<file path="config.mk">
export PLATFORM = sky130hd
export DESIGN_NAME = instr_fetch_unit_flat
export DESIGN_NICKNAME = d
export VERILOG_FILES = /design/src/rtl/instr_fetch_unit_if.sv /design/src/rtl/instr_fetch_unit.sv /design/src/flat_wrapper.sv
export SDC_FILE = /design/constraint.sdc
export NUM_CORES = 1
export LEC_CHECK = 0
export BUFFER_PORTS_ARGS = -buffer_cell sky130_fd_sc_hd__buf_2
export CAP_MARGIN = 20
export CORE_MARGIN = 2
export CORE_UTILIZATION = 50
export DETAILED_ROUTE_END_ITERATION = 8
export PLACE_DENSITY = 0.79
export SLEW_MARGIN = 20
export SYNTH_ARGS = -nofsm -noshare
export SYNTH_HDL_FRONTEND = slang
export SYNTH_SLANG_ARGS = --single-unit
</file>
<file path="constraint.sdc">
create_clock -name clk -period 13.9 [get_ports clk]
set_input_delay 2.78 -clock clk [delete_from_list [all_inputs] [get_ports clk]]
set_output_delay 2.78 -clock clk [all_outputs]
set_load 0.02 [all_outputs]
</file>
<file path="src/rtl/instr_fetch_unit_if.sv">
// Fetch-stage bus: redirect input, byte-wide instruction memory port,
// and the valid/ready instruction queue towards the core.
//   master : the fetch unit (drives imem_addr and the inst_* outputs)
//   slave  : the core plus instruction memory (drives everything else)
interface instr_fetch_unit_if #(
    parameter int unsigned ADDR_W = 5,
    parameter int unsigned DEPTH  = 4
) ();
    logic                      redirect;
    logic [31:0]               redirect_pc;
    logic [ADDR_W-1:0]         imem_addr;
    logic [7:0]                imem_rdata;
    logic                      inst_valid;
    logic [31:0]               inst;
    logic [31:0]               inst_pc;
    logic                      inst_ready;
    logic [$clog2(DEPTH):0]    fifo_count;
    logic                      fetch_stall;

    modport master (
        input  redirect,
        input  redirect_pc,
        input  imem_rdata,
        input  inst_ready,
        output imem_addr,
        output inst_valid,
        output inst,
        output inst_pc,
        output fifo_count,
        output fetch_stall
    );

    modport slave (
        output redirect,
        output redirect_pc,
        output imem_rdata,
        output inst_ready,
        input  imem_addr,
        input  inst_valid,
        input  inst,
        input  inst_pc,
        input  fifo_count,
        input  fetch_stall
    );
endinterface

</file>
<file path="src/rtl/instr_fetch_unit.sv">
// Byte-serial instruction fetch: assembles big-endian 32-bit words from a
// byte-wide memory and queues {word, pc} in a DEPTH-entry FIFO.
// Ports: clk, rst_n (sync, active-low), bus (instr_fetch_unit_if.master).
module instr_fetch_unit #(
    parameter int unsigned DEPTH    = 4,
    parameter int unsigned ADDR_W   = 5,
    parameter logic [31:0] RESET_PC = 32'h0
) (
    input  logic               clk,
    input  logic               rst_n,
    instr_fetch_unit_if.master bus
);
    localparam int unsigned PW = $clog2(DEPTH);
    localparam int unsigned CW = PW + 1;

    typedef enum logic {
        S_FETCH,
        S_HOLD
    } state_t;

    state_t          r_state;
    logic [31:0]     r_fetch_pc;
    logic [1:0]      r_cnt;
    logic [31:0]     r_asm;
    logic [31:0]     r_word [DEPTH];
    logic [31:0]     r_pc   [DEPTH];
    logic [PW-1:0]   r_rd_ptr;
    logic [PW-1:0]   r_wr_ptr;
    logic [CW-1:0]   r_count;

    logic            w_valid;
    logic            w_pop;
    logic            w_push_ok;
    logic            w_push;
    logic [31:0]     w_done_word;
    logic [31:0]     w_push_word;
    logic [31:0]     w_addr_sum;

    assign w_valid   = (r_count != '0);
    assign w_pop     = w_valid & bus.inst_ready;
    // A pop on the same edge frees the slot the push needs.
    assign w_push_ok = (r_count < CW'(DEPTH)) | w_pop;

    assign w_done_word = {r_asm[31:8], bus.imem_rdata};
    assign w_push_word = (r_state == S_HOLD) ? r_asm : w_done_word;

    always_comb begin
        w_push = 1'b0;
        case (r_state)
            S_FETCH: w_push = (r_cnt == 2'd3) & w_push_ok;
            S_HOLD:  w_push = w_push_ok;
            default: w_push = 1'b0;
        endcase
    end

    // In HOLD cnt stays at 3, so the address parks on the last byte.
    assign w_addr_sum    = r_fetch_pc + {30'b0, r_cnt};
    assign bus.imem_addr = w_addr_sum[ADDR_W-1:0];

    assign bus.inst_valid  = w_valid;
    assign bus.inst        = r_word[r_rd_ptr];
    assign bus.inst_pc     = r_pc[r_rd_ptr];
    assign bus.fifo_count  = r_count;
    assign bus.fetch_stall = (r_state == S_HOLD);

    always_ff @(posedge clk) begin
        if (!rst_n) begin
            r_state    <= S_FETCH;
            r_fetch_pc <= RESET_PC;
            r_cnt      <= 2'd0;
            r_asm      <= 32'h0;
            r_rd_ptr   <= '0;
            r_wr_ptr   <= '0;
            r_count    <= '0;
            for (int i = 0; i < int'(DEPTH); i++) begin
                r_word[i] <= 32'h0;
                r_pc[i]   <= 32'h0;
            end
        end else if (bus.redirect) begin
            r_state    <= S_FETCH;
            r_fetch_pc <= {bus.redirect_pc[31:2], 2'b00};
            r_cnt      <= 2'd0;
            r_rd_ptr   <= '0;
            r_wr_ptr   <= '0;
            r_count    <= '0;
        end else begin
            if (w_pop) begin
                r_rd_ptr <= r_rd_ptr + 1'b1;
            end

            case ({w_push, w_pop})
                2'b10:   r_count <= r_count + CW'(1);
                2'b01:   r_count <= r_count - CW'(1);
                default: r_count <= r_count;
            endcase

            if (r_state == S_FETCH) begin
                unique case (r_cnt)
                    2'd0: r_asm[31:24] <= bus.imem_rdata;
                    2'd1: r_asm[23:16] <= bus.imem_rdata;
                    2'd2: r_asm[15:8]  <= bus.imem_rdata;
                    2'd3: r_asm[7:0]   <= bus.imem_rdata;
                endcase
                if (r_cnt != 2'd3) begin
                    r_cnt <= r_cnt + 2'd1;
                end else if (!w_push_ok) begin
                    r_state <= S_HOLD;
                end
            end

            // Overrides the cnt/state updates above when a word leaves.
            if (w_push) begin
                r_word[r_wr_ptr] <= w_push_word;
                r_pc[r_wr_ptr]   <= r_fetch_pc;
                r_wr_ptr         <= r_wr_ptr + 1'b1;
                r_fetch_pc       <= r_fetch_pc + 32'd4;
                r_cnt            <= 2'd0;
                r_state          <= S_FETCH;
            end
        end
    end
endmodule

</file>
<file path="src/flat_wrapper.sv">
// flat-port wrapper written by rule: the top's interface ports become plain ports
module instr_fetch_unit_flat 
#(
    parameter int unsigned DEPTH    = 4,
    parameter int unsigned ADDR_W   = 5,
    parameter logic [31:0] RESET_PC = 32'h0
)
  (clk, rst_n, bus_redirect, bus_redirect_pc, bus_imem_rdata, bus_inst_ready, bus_imem_addr, bus_inst_valid, bus_inst, bus_inst_pc, bus_fifo_count, bus_fetch_stall);
  instr_fetch_unit_if #(.ADDR_W(ADDR_W), .DEPTH(DEPTH)) bus_i ();
  input  logic clk;
  input  logic rst_n;
  input wire logic [$bits(bus_i.redirect)-1:0] bus_redirect;
  input wire logic [$bits(bus_i.redirect_pc)-1:0] bus_redirect_pc;
  input wire logic [$bits(bus_i.imem_rdata)-1:0] bus_imem_rdata;
  input wire logic [$bits(bus_i.inst_ready)-1:0] bus_inst_ready;
  output wire logic [$bits(bus_i.imem_addr)-1:0] bus_imem_addr;
  output wire logic [$bits(bus_i.inst_valid)-1:0] bus_inst_valid;
  output wire logic [$bits(bus_i.inst)-1:0] bus_inst;
  output wire logic [$bits(bus_i.inst_pc)-1:0] bus_inst_pc;
  output wire logic [$bits(bus_i.fifo_count)-1:0] bus_fifo_count;
  output wire logic [$bits(bus_i.fetch_stall)-1:0] bus_fetch_stall;
  assign bus_i.redirect = bus_redirect;
  assign bus_i.redirect_pc = bus_redirect_pc;
  assign bus_i.imem_rdata = bus_imem_rdata;
  assign bus_i.inst_ready = bus_inst_ready;
  assign bus_imem_addr = bus_i.imem_addr;
  assign bus_inst_valid = bus_i.inst_valid;
  assign bus_inst = bus_i.inst;
  assign bus_inst_pc = bus_i.inst_pc;
  assign bus_fifo_count = bus_i.fifo_count;
  assign bus_fetch_stall = bus_i.fetch_stall;
  instr_fetch_unit #(.DEPTH(DEPTH), .ADDR_W(ADDR_W), .RESET_PC(RESET_PC)) u_core (.clk(clk), .rst_n(rst_n), .bus(bus_i));
endmodule
</file>
-- Word level (Yosys, flattened, before mapping)
Memories as Yosys holds them, arrays and structs flattened. A register that Yosys moved wholly into a read port is not among the register bits.
Index checks and enable logic that the tools add are counted.
- $add $sub $neg: 7
- $lt $le $gt $ge: 1
- equal/unequal tests: 6
- mux-type cells: 23
- bitwise gates (word level): 6
- reduce and logical (&&, ||, !) cells: 13
- operators by type and width (kind ; number):
    2-to-1 mux 32 bit ; 4
    OR reduction 32 bit ; 2
    adder 32 x 3 -> 32 bit (second input constant) ; 1
    2-to-1 mux 2 bit ; 6
    AND reduction 3 bit ; 4
    2-to-1 mux 1 bit ; 10
    2-to-1 mux 8 bit ; 1
    adder 2 x 1 -> 2 bit (second input constant) ; 3
    == test 2 bit (second input constant) ; 3
    case mux 3 bit (2 select lines) ; 1
    adder 5 x 2 -> 5 bit ; 1
    == test 2 x 1 -> 1 bit (second input constant) ; 2
    nonzero test 2 bit ; 2
    adder 3 x 1 -> 3 bit (second input constant) ; 1
    less-than comparator 3 bit (second input constant) ; 1
    NOT 1 bit ; 3
    nonzero test 3 bit ; 1
    OR reduction 3 bit ; 1
    subtractor 3 x 1 -> 3 bit (second input constant) ; 1
    AND 1 bit ; 2
    logical NOT 2 bit ; 1
    inequality test 2 bit (second input constant) ; 1
    case mux 1 bit (2 select lines) ; 1
    AND reduction 2 bit ; 1
    2 further kinds ; 2
- register bits: 74
- memory bits (writable): 256
- bits of input ports: 44
- output and inout port bits: 74
- memories kept: 2
- memory list (memory ; depth ; bits a word ; rd ports ; clocked after Yosys merged registers in ; wr ports ; line ; RTL):
    u_core.r_pc ; 4 ; 32 ; 1 ; 1 ; 4 ; instr_fetch_unit.sv:26 ; logic [31:0] r_pc [DEPTH];
    u_core.r_word ; 4 ; 32 ; 1 ; 1 ; 4 ; instr_fetch_unit.sv:25 ; logic [31:0] r_word [DEPTH];

-- Depth between registers and ports, before layout
Gate-level depths: netlist of the first run.
- word-level depth: 11
- mapped depth: 11

-- Worst setup path before layout of the first run
No wires, ideal clock.
- path type: input to register
- start point: input port bus_inst_ready
- end point: memory u_core.r_pc[3][10], enable pin
- library setup time: 568 ps
- arrival time: 7902 ps
- required time: 13332 ps
- path slack: 5431 ps
- stages on the path: 5
- buffers on the path: 1
- path through: nor2b_1 > nor2_1 > clkbuf_1 > nand2_1 > o21ai_0
- RTL lines (element ; line ; RTL):
    start: declaration ; flat_wrapper.sv:15 ; input wire logic [$bits(bus_i.inst_ready)-1:0] bus_inst_ready;
    end: declaration ; instr_fetch_unit.sv:26 ;

==> summary.txt, run 1 <==
Worst setup path
  • CP Cell Sequence: buf_2 > buf_4 > nand2b_1 > or3_1 > or3_1 > nand2_2 > buf_4
  • Critical path fanouts, max: 67
  • R2r setup slk: 9.71 ns
  • CP startpoint kind: input port
  • Max incr delay on CP: 0.86 ns
  • Beginning of the critical path: rst_n
  • Worst r2r dst: u_core.r_word[0][7]
  • R2R depth: 5
  • Crit path to: u_core.r_word[0][7]
  • CP max stage cell: or3_1
  • Reg-to-Reg Start: u_core.bus.fetch_stall
  • Delay-heaviest family, CP: simple AND/OR/NAND/NOR gates
  • CP endpoint kind: flop
  • CP arrival: ~7 ns
  • Critical path class: in2reg
  • Crit. path cell count: 7
  • CP Data Required Time: 14.02 ns
  • Worst Path Buf+Inv: 3

Yosys
  • EDFF count, synth: approximately 250
  • Share of the synthesized area in the top cell type: 0.526
  • Synthesized area per cell: 13.4 um^2
  • Post-synth top area cell: edfxtp_1
  • Yosys warnings: 0
  • Ranking of synthesized cells by area: edfxtp_1 53%, dfxtp_1 10%, mux4_2 9.9%, and2_1 9.5%, nand2_1 2.9%
  • Synth async-reset ratio: 0
  • Mux cell area share after synthesis: 0.105
  • Synth top cells by count: 248 x edfxtp_1, 216 x and2_1, 109 x nand2_1
  • Adder and majority cell fraction of the synthesized area: 0.00671
  • Post-Synth Simple-Gate Area: 0.168
  • Distinct cell type count after synthesis: 45
  • Post-Syn Area: between 10000 and 15000 um^2
  • Most frequent cell after synthesis: edfxtp_1
  • Ys flop type: edfxtp_1
  • Post-synthesis xor/xnor area fraction: 0.0210
  • Compound-Gate Fraction of Synth Area: 0.0425
  • Largest family of logic cells by synthesized area: simple AND/OR/NAND/NOR gates
  • Register area share after synthesis: 0.630
  • Post-synthesis cell count: 1056
  • Flops & latches, synth: 322

Die
  • Die X: 172 um
  • Chip Height: 172 um
  • Initial core utilization: 0.509
  • Placeable Area: 27900 um^2
  • Ports: 118
  • Rows: 61
  • Die area: 29700 um^2

Place
  • Port bufs: 113
  • GPL Wtd Cong: 0.826
  • DP Worst Slack: around 6.7 ns
  • Hpwl dp: 19200 um

Timing
  • Worst hold slack: 0.470 ns
  • Setup TNS: 0 ns
  • Clk_skew: 0.0240 ns
  • Final slew viol count: 0
  • Maximum clock frequency: around 0.15 GHz
  • Min Clock Period, post-route: 6.68 ns
  • Final period utilization: 0.481
  • Slew margin rel.: 0.321
  • Hold Vio Cnt, Final: 0
  • Worst slew pin tran: 1.02 ns
  • RSZ-0062 raised after global routing: false
  • Final setup vio count: 0
  • Slack of the critical path: 7.22 ns

Finish
  • P&R area growth vs syn: 13.9%
  • Share of cells above drive strength 1: 0.216
  • Final #Nets: 1197
  • Ant. Diodes: 0

Status
  • Status: complete, no violations

GRT
  • First-pass GRT wire length: 49700 um
  • Pin count of the biggest net entering global routing: 68
  • Vias in the first global route: 8742
  • GRT Overall Usage: 0.224
  • Initial antenna violation count: 0
  • GRT overflow: 0

Clock network
  • Clock latency on the worst-skew pair: roughly 0.51 ns
  • Total CTS buffers: 34
  • Postcts setup bufs: 0
  • Hold Buf Count CTS: 0
  • Resized Gates After CTS: 0
  • H-Tree Depth: 2
  • Root Driver: clkbuf_16
  • CTS sink cnt: 322
  • CTS tree: built
  • Clk slew on worst S/H paths: around 0.060 ns
  • Maximum root-to-sink buffer count: 3

Route
  • DRC: 0
  • WL per Instance: 20.7 um
  • Vias/cell: approximately 5.6
  • Antenna viol nets, final: 0
  • DR iter-0 viols: 835
  • DR vias: 8663
  • Drt first pass iters: 7
  • Detailed Route WL: 32100 um

Power and ir drop
  • Leak: a little under 6 nW
  • Worst VDD drop: 67.7 uV
  • Power per cell area: around 130 nW/um^2
  • Total power: ~2.1 mW

Worst hold path
  • Worst Hold Class: reg2reg

Flow run
  • Max-cap violations: 0
## power by group
part / internal, mW / total [mW] / switching (mW)
logic: 0.0309 / 0.0897 / 0.0588
registers: 1.07 / 1.09 / 0.0208
clock network: 0.553 / 0.916 / 0.363
total: 1.65 / 2.09 / 0.442
## tightest hold or removal path, cell delays in order (launching register included)
cell and delay (ns):
dfxtp_1 0.31, nand2_1 0.05, a21boi_0 0.07
## flip-flops by register name, summed over array words and instances, names as in the netlist, named ones only
name                    flops
u_core.r_rd_ptr             2
u_core.bus.fetch_stall      1
u_core.r_fetch_pc          30
u_core.bus.fifo_count       3
u_core.r_wr_ptr             2
u_core.r_asm               32
u_core.r_word             128
u_core.r_pc               120
u_core.r_cnt                2
## placed cells by master (no fill, tap or decap), types with 4 or more instances in the layout
cell type	n
edfxtp_1	248
dfxtp_1	72
nor3_1	8
xor2_1	16
nand3_1	16
buf_4	14
a21oi_1	16
mux4_2	62
a22o_1	8
or3_1	4
clkbuf_16	37
mux2i_1	9
nand2_1	106
ha_1	6
and3_1	4
buf_2	113
xnor2_1	18
inv_1	9
and2_1	216
nand4_1	14
a21boi_0	32
o21ai_0	29
clkinv_2	7
clkbuf_1	11
nor2_1	58
## area by class of cell
| type | instances | area, um^2 |
|---|---|---|
| clock buffer | 50 | 995 |
| clock inverter | 12 | 133 |
| fill | 2176 | 11700 |
| inverter | 9 | 33.8 |
| multi-input combinational | 652 | 4900 |
| sequential | 322 | 8930 |
| tap | 378 | 473 |
| timing repair buffer | 127 | 671 |
## per-stage QoR
step                      instance area (um^2)   util  instances
after global placement                   15000  0.539       1488
after floorplan                          14200      -       1057
final                                    16100  0.579       1550
after detailed placement                 15000  0.539       1488
after global routing                     16100  0.579       1550
after CTS                                16100  0.579       1550
## kinds of logic (layout without fill, tap and decap cells)
logic type / after synthesis / count (layout)
xor+xnor: 34 / 34
flops: 322 / 322
buf+inv: 83 / 198
compound gates: 93 / 93
mux: 71 / 71
simple gates: 445 / 445
other cells: 1 / 2
fa+ha+maj: 7 / 7
## routing by layer
layer  up-vias  routed length (um)  GRT usage
li1       3956                   -          -
met2       387               15800      0.374
met3        54                2860     0.0407
met1      4266               12900      0.302
met4         0                 613     0.0658
met5         -                   0          0
## how the worst min path moves through the flow
stage,start,end,slack [ns],depth (start not counted)
after floorplan,u_core.r_asm[4],u_core.r_asm[4],0.44,2
after global placement,u_core.r_asm[2],u_core.r_asm[2],0.45,2
after detailed placement,u_core.r_asm[3],u_core.r_asm[3],0.47,2
after CTS,u_core.r_asm[3],u_core.r_asm[3],0.47,2
after global routing,u_core.r_asm[6],u_core.r_asm[6],0.49,2
final,u_core.r_asm[3],u_core.r_asm[3],0.47,2
Note: power is estimated with default switching activity, not from simulation.
==> run 2, diff against run 1 <==
==> constraint.sdc (replaced) <==
create_clock -name clk -period 6.5 [get_ports clk]
set_input_delay 1.3 -clock clk [delete_from_list [all_inputs] [get_ports clk]]
set_output_delay 1.3 -clock clk [all_outputs]
set_load 0.02 [all_outputs]
==> run 2 against run 1 <==
  * Total power rose by 110%
  * Routed wire length fell by 2.4%
  * Sequential power rose by 110%
  * Sequential share of layout area rose by 0.077 points
  * Combinational power rose by 120%
  * Utilization fell by 0.081 points
  * First-iteration DRC count rose by 2.5%
  * Die area did not move
  * Largest cell class unchanged
  * Largest power group unchanged
==> summary.txt, run 2 (synthesized netlist as in run 1, its figures left out) <==
GRT
  • First-pass GRT wire length: 48200 um (-2.9%)
  • Initial antenna violation count: 0 (unchanged)
  • GRT Overall Usage: 0.215 (-0.00874)
  • Vias in the first global route: 8818 (+0.87%)
  • GRT overflow: 0 (unchanged)
  • Pin count of the biggest net entering global routing: 67 (-1.5%)

Clock network
  • CTS tree: built
  • H-Tree Depth: 2 (unchanged)
  • Total CTS buffers: 34 (unchanged)
  • Hold Buf Count CTS: 0 (unchanged)
  • Postcts setup bufs: 0 (unchanged)
  • Clk slew on worst S/H paths: 0.06 ns (about the same)
  • CTS sink cnt: 322 (unchanged)
  • Maximum root-to-sink buffer count: 3 (unchanged)
  • Clock latency on the worst-skew pair: 0.51 ns (about the same)
  • Root Driver: clkbuf_16
  • Resized Gates After CTS: 0 (unchanged)

Timing
  • Worst slew pin tran: 0.912 ns (-0.106 ns)
  • RSZ-0062 raised after global routing: false
  • Final setup vio count: 0 (unchanged)
  • Maximum clock frequency: ~0.24 GHz
  • Slew margin rel.: 0.392 (+0.0711)
  • Final slew viol count: 0 (unchanged)
  • Final period utilization: 0.642
  • Clk_skew: 0.0135 ns (-0.0105 ns)
  • Worst hold slack: 0.472 ns (+0.00128 ns)
  • Hold Vio Cnt, Final: 0 (unchanged)
  • Min Clock Period, post-route: around 4.2 ns
  • Setup TNS: 0 ns (unchanged)

Finish
  • Final #Nets: 1197 (unchanged)
  • Top flop regs: u_core.r_word: 128 flops, u_core.r_pc: 120 flops, u_core.r_asm: 32 flops
  • Ant. Diodes: 0 (unchanged)
  • FF/Latch Area: 8930 um^2 (unchanged)
  • Share of cells above drive strength 1: 0.212 (-0.00341)
  • Most flops, register: u_core.r_word
  • P&R area growth vs syn: 13.7%
  • Max reg flops: 128 (unchanged)
  • Most common cell after layout, fill and taps aside: edfxtp_1
  • Most frequent cells in the layout: 248 x edfxtp_1, 216 x and2_1, 113 x buf_2
  • Fill count: 2204 (+1.3%)
  • Area taken by multi-input logic gates: 4900 um^2 (about the same)

Die
  • Die X: 172 um (unchanged)
  • Initial core utilization: 0.509 (unchanged)
  • Placeable Area: 27900 um^2 (unchanged)
  • Die area: 29700 um^2 (unchanged)
  • Chip Height: 172 um (unchanged)
  • Rows: 61 (unchanged)
  • Ports: 118 (unchanged)

Route
  • DR iter-0 viols: 856 (+2.5%)
  • DRC: 0 (unchanged)
  • WL per Instance: 20.2 um (-2.4%)
  • DR vias: 8575 (-1.0%)
  • Drt first pass iters: 7 (unchanged)
  • Vias/cell: 5.53 (-1.0%)
  • Detailed Route WL: 31400 um (-2.4%)
  • Antenna viol nets, final: 0 (unchanged)

Power and ir drop
  • Switching power: 0.929 mW (+110%)
  • Int Power: 3.46 mW (+110%)
  • Clock power share: 0.427 (-0.011)
  • Logic pwr share: 0.044 (about the same)
  • Sw frac: 0.212 (about the same)
  • Flop pwr share: 0.529 (+0.010)
  • Worst VDD drop: 218 uV (+220%)
  • Power per cell area: 272 nW/um^2 (+110%)
  • Leak: 5.85 nW (-0.39%)
  • Total power: 4.39 mW (+110%)

Worst setup path
  • CP Data Required Time: 6.74 ns (-7.28 ns)
  • Crit. path cell count: 8 (+1)
  • Critical path fanouts, max: 35 (-48%)
  • CP Cell Sequence: buf_2 > nand2b_1 > buf_4 > or3_1 > nor2_1 > nand2_1 > nand2_2 > buf_12
  • CP startpoint kind: input port
  • Delay-heaviest family, CP: simple AND/OR/NAND/NOR gates
  • Worst Path Buf+Inv: 3 (unchanged)
  • Critical path class: in2reg
  • Max incr delay on CP: 0.72 ns (-0.14 ns)
  • CP arrival: 4.41 ns (-2.39 ns)
  • CP endpoint kind: flop
  • CP max stage cell: or3_1
  • R2r setup slk: 2.80 ns (-6.91 ns)
  • R2R depth: 6 (+1)

Worst hold path
  • Hold-critical path depth: 2 (unchanged)
  • Worst Hold Class: reg2reg

Status
  • Status: complete, no violations

Place
  • Hpwl dp: 19200 um (-0.44%)
  • GPL Wtd Cong: 0.834 (+0.86%)
  • Port bufs: 113 (unchanged)

Flow run
  • Max-cap violations: 0 (unchanged)
## run 2: final cells by class
type | instances | share of cell area
tap | 378 | 0.0293
multi-input combinational | 652 | 0.304
sequential | 322 | 0.554
timing repair buffer | 127 | 0.0424
clock inverter | 7 | 0.00217
inverter | 9 | 0.00210
clock buffer | 55 | 0.0655
## run 2: metal layers
layer | part of all wire | up-vias | GRT usage
li1 | - | 3947 | -
met1 | 0.42 | 4231 | 0.285
met2 | 0.49 | 343 | 0.361
met3 | 0.067 | 54 | 0.0387
met4 | 0.022 | 0 | 0.0705
met5 | 0 | - | 0
## run 2: path summary, 6_finish.rpt
path / from / endpoint
min reg2reg: u_core.r_asm[6] / u_core.r_asm[6]
max: bus_redirect / u_core.r_pc[2][24]
min: u_core.r_asm[6] / u_core.r_asm[6]
max reg2reg: u_core.bus.fetch_stall / u_core.r_pc[2][24]
## run 2: per-stage QoR
stage,setup WS [ns],instance area (um^2),instances,utilization
6_report,2.32,16100,1550,0.578
4_1_cts,2.29,16100,1550,0.578
2_1_floorplan,1.18,14200,1057,-
3_5_place_dp,1.79,15000,1488,0.539
3_3_place_gp,1.86,15000,1488,0.539
5_1_grt,2.09,16100,1550,0.578
## run 2: worst register-to-register path: stages (launching register included)
cell and delay [ns]:
dfxtp_1 0.72, nor2_2 0.22, or3_1 0.79, nor2_1 0.21, nand2_1 0.31, nand2_2 0.78
buf_12 0.35
## run 2: power groups by stage
stage / clock network [mW] / logic (mW) / registers (mW)
floorplan: 0 / 0.123 / 2.35
global placement: 0 / 0.190 / 2.36
detailed placement: 0 / 0.193 / 2.37
CTS: 1.89 / 0.194 / 2.32
global route: 1.97 / 0.209 / 2.33
finish: 1.87 / 0.193 / 2.32
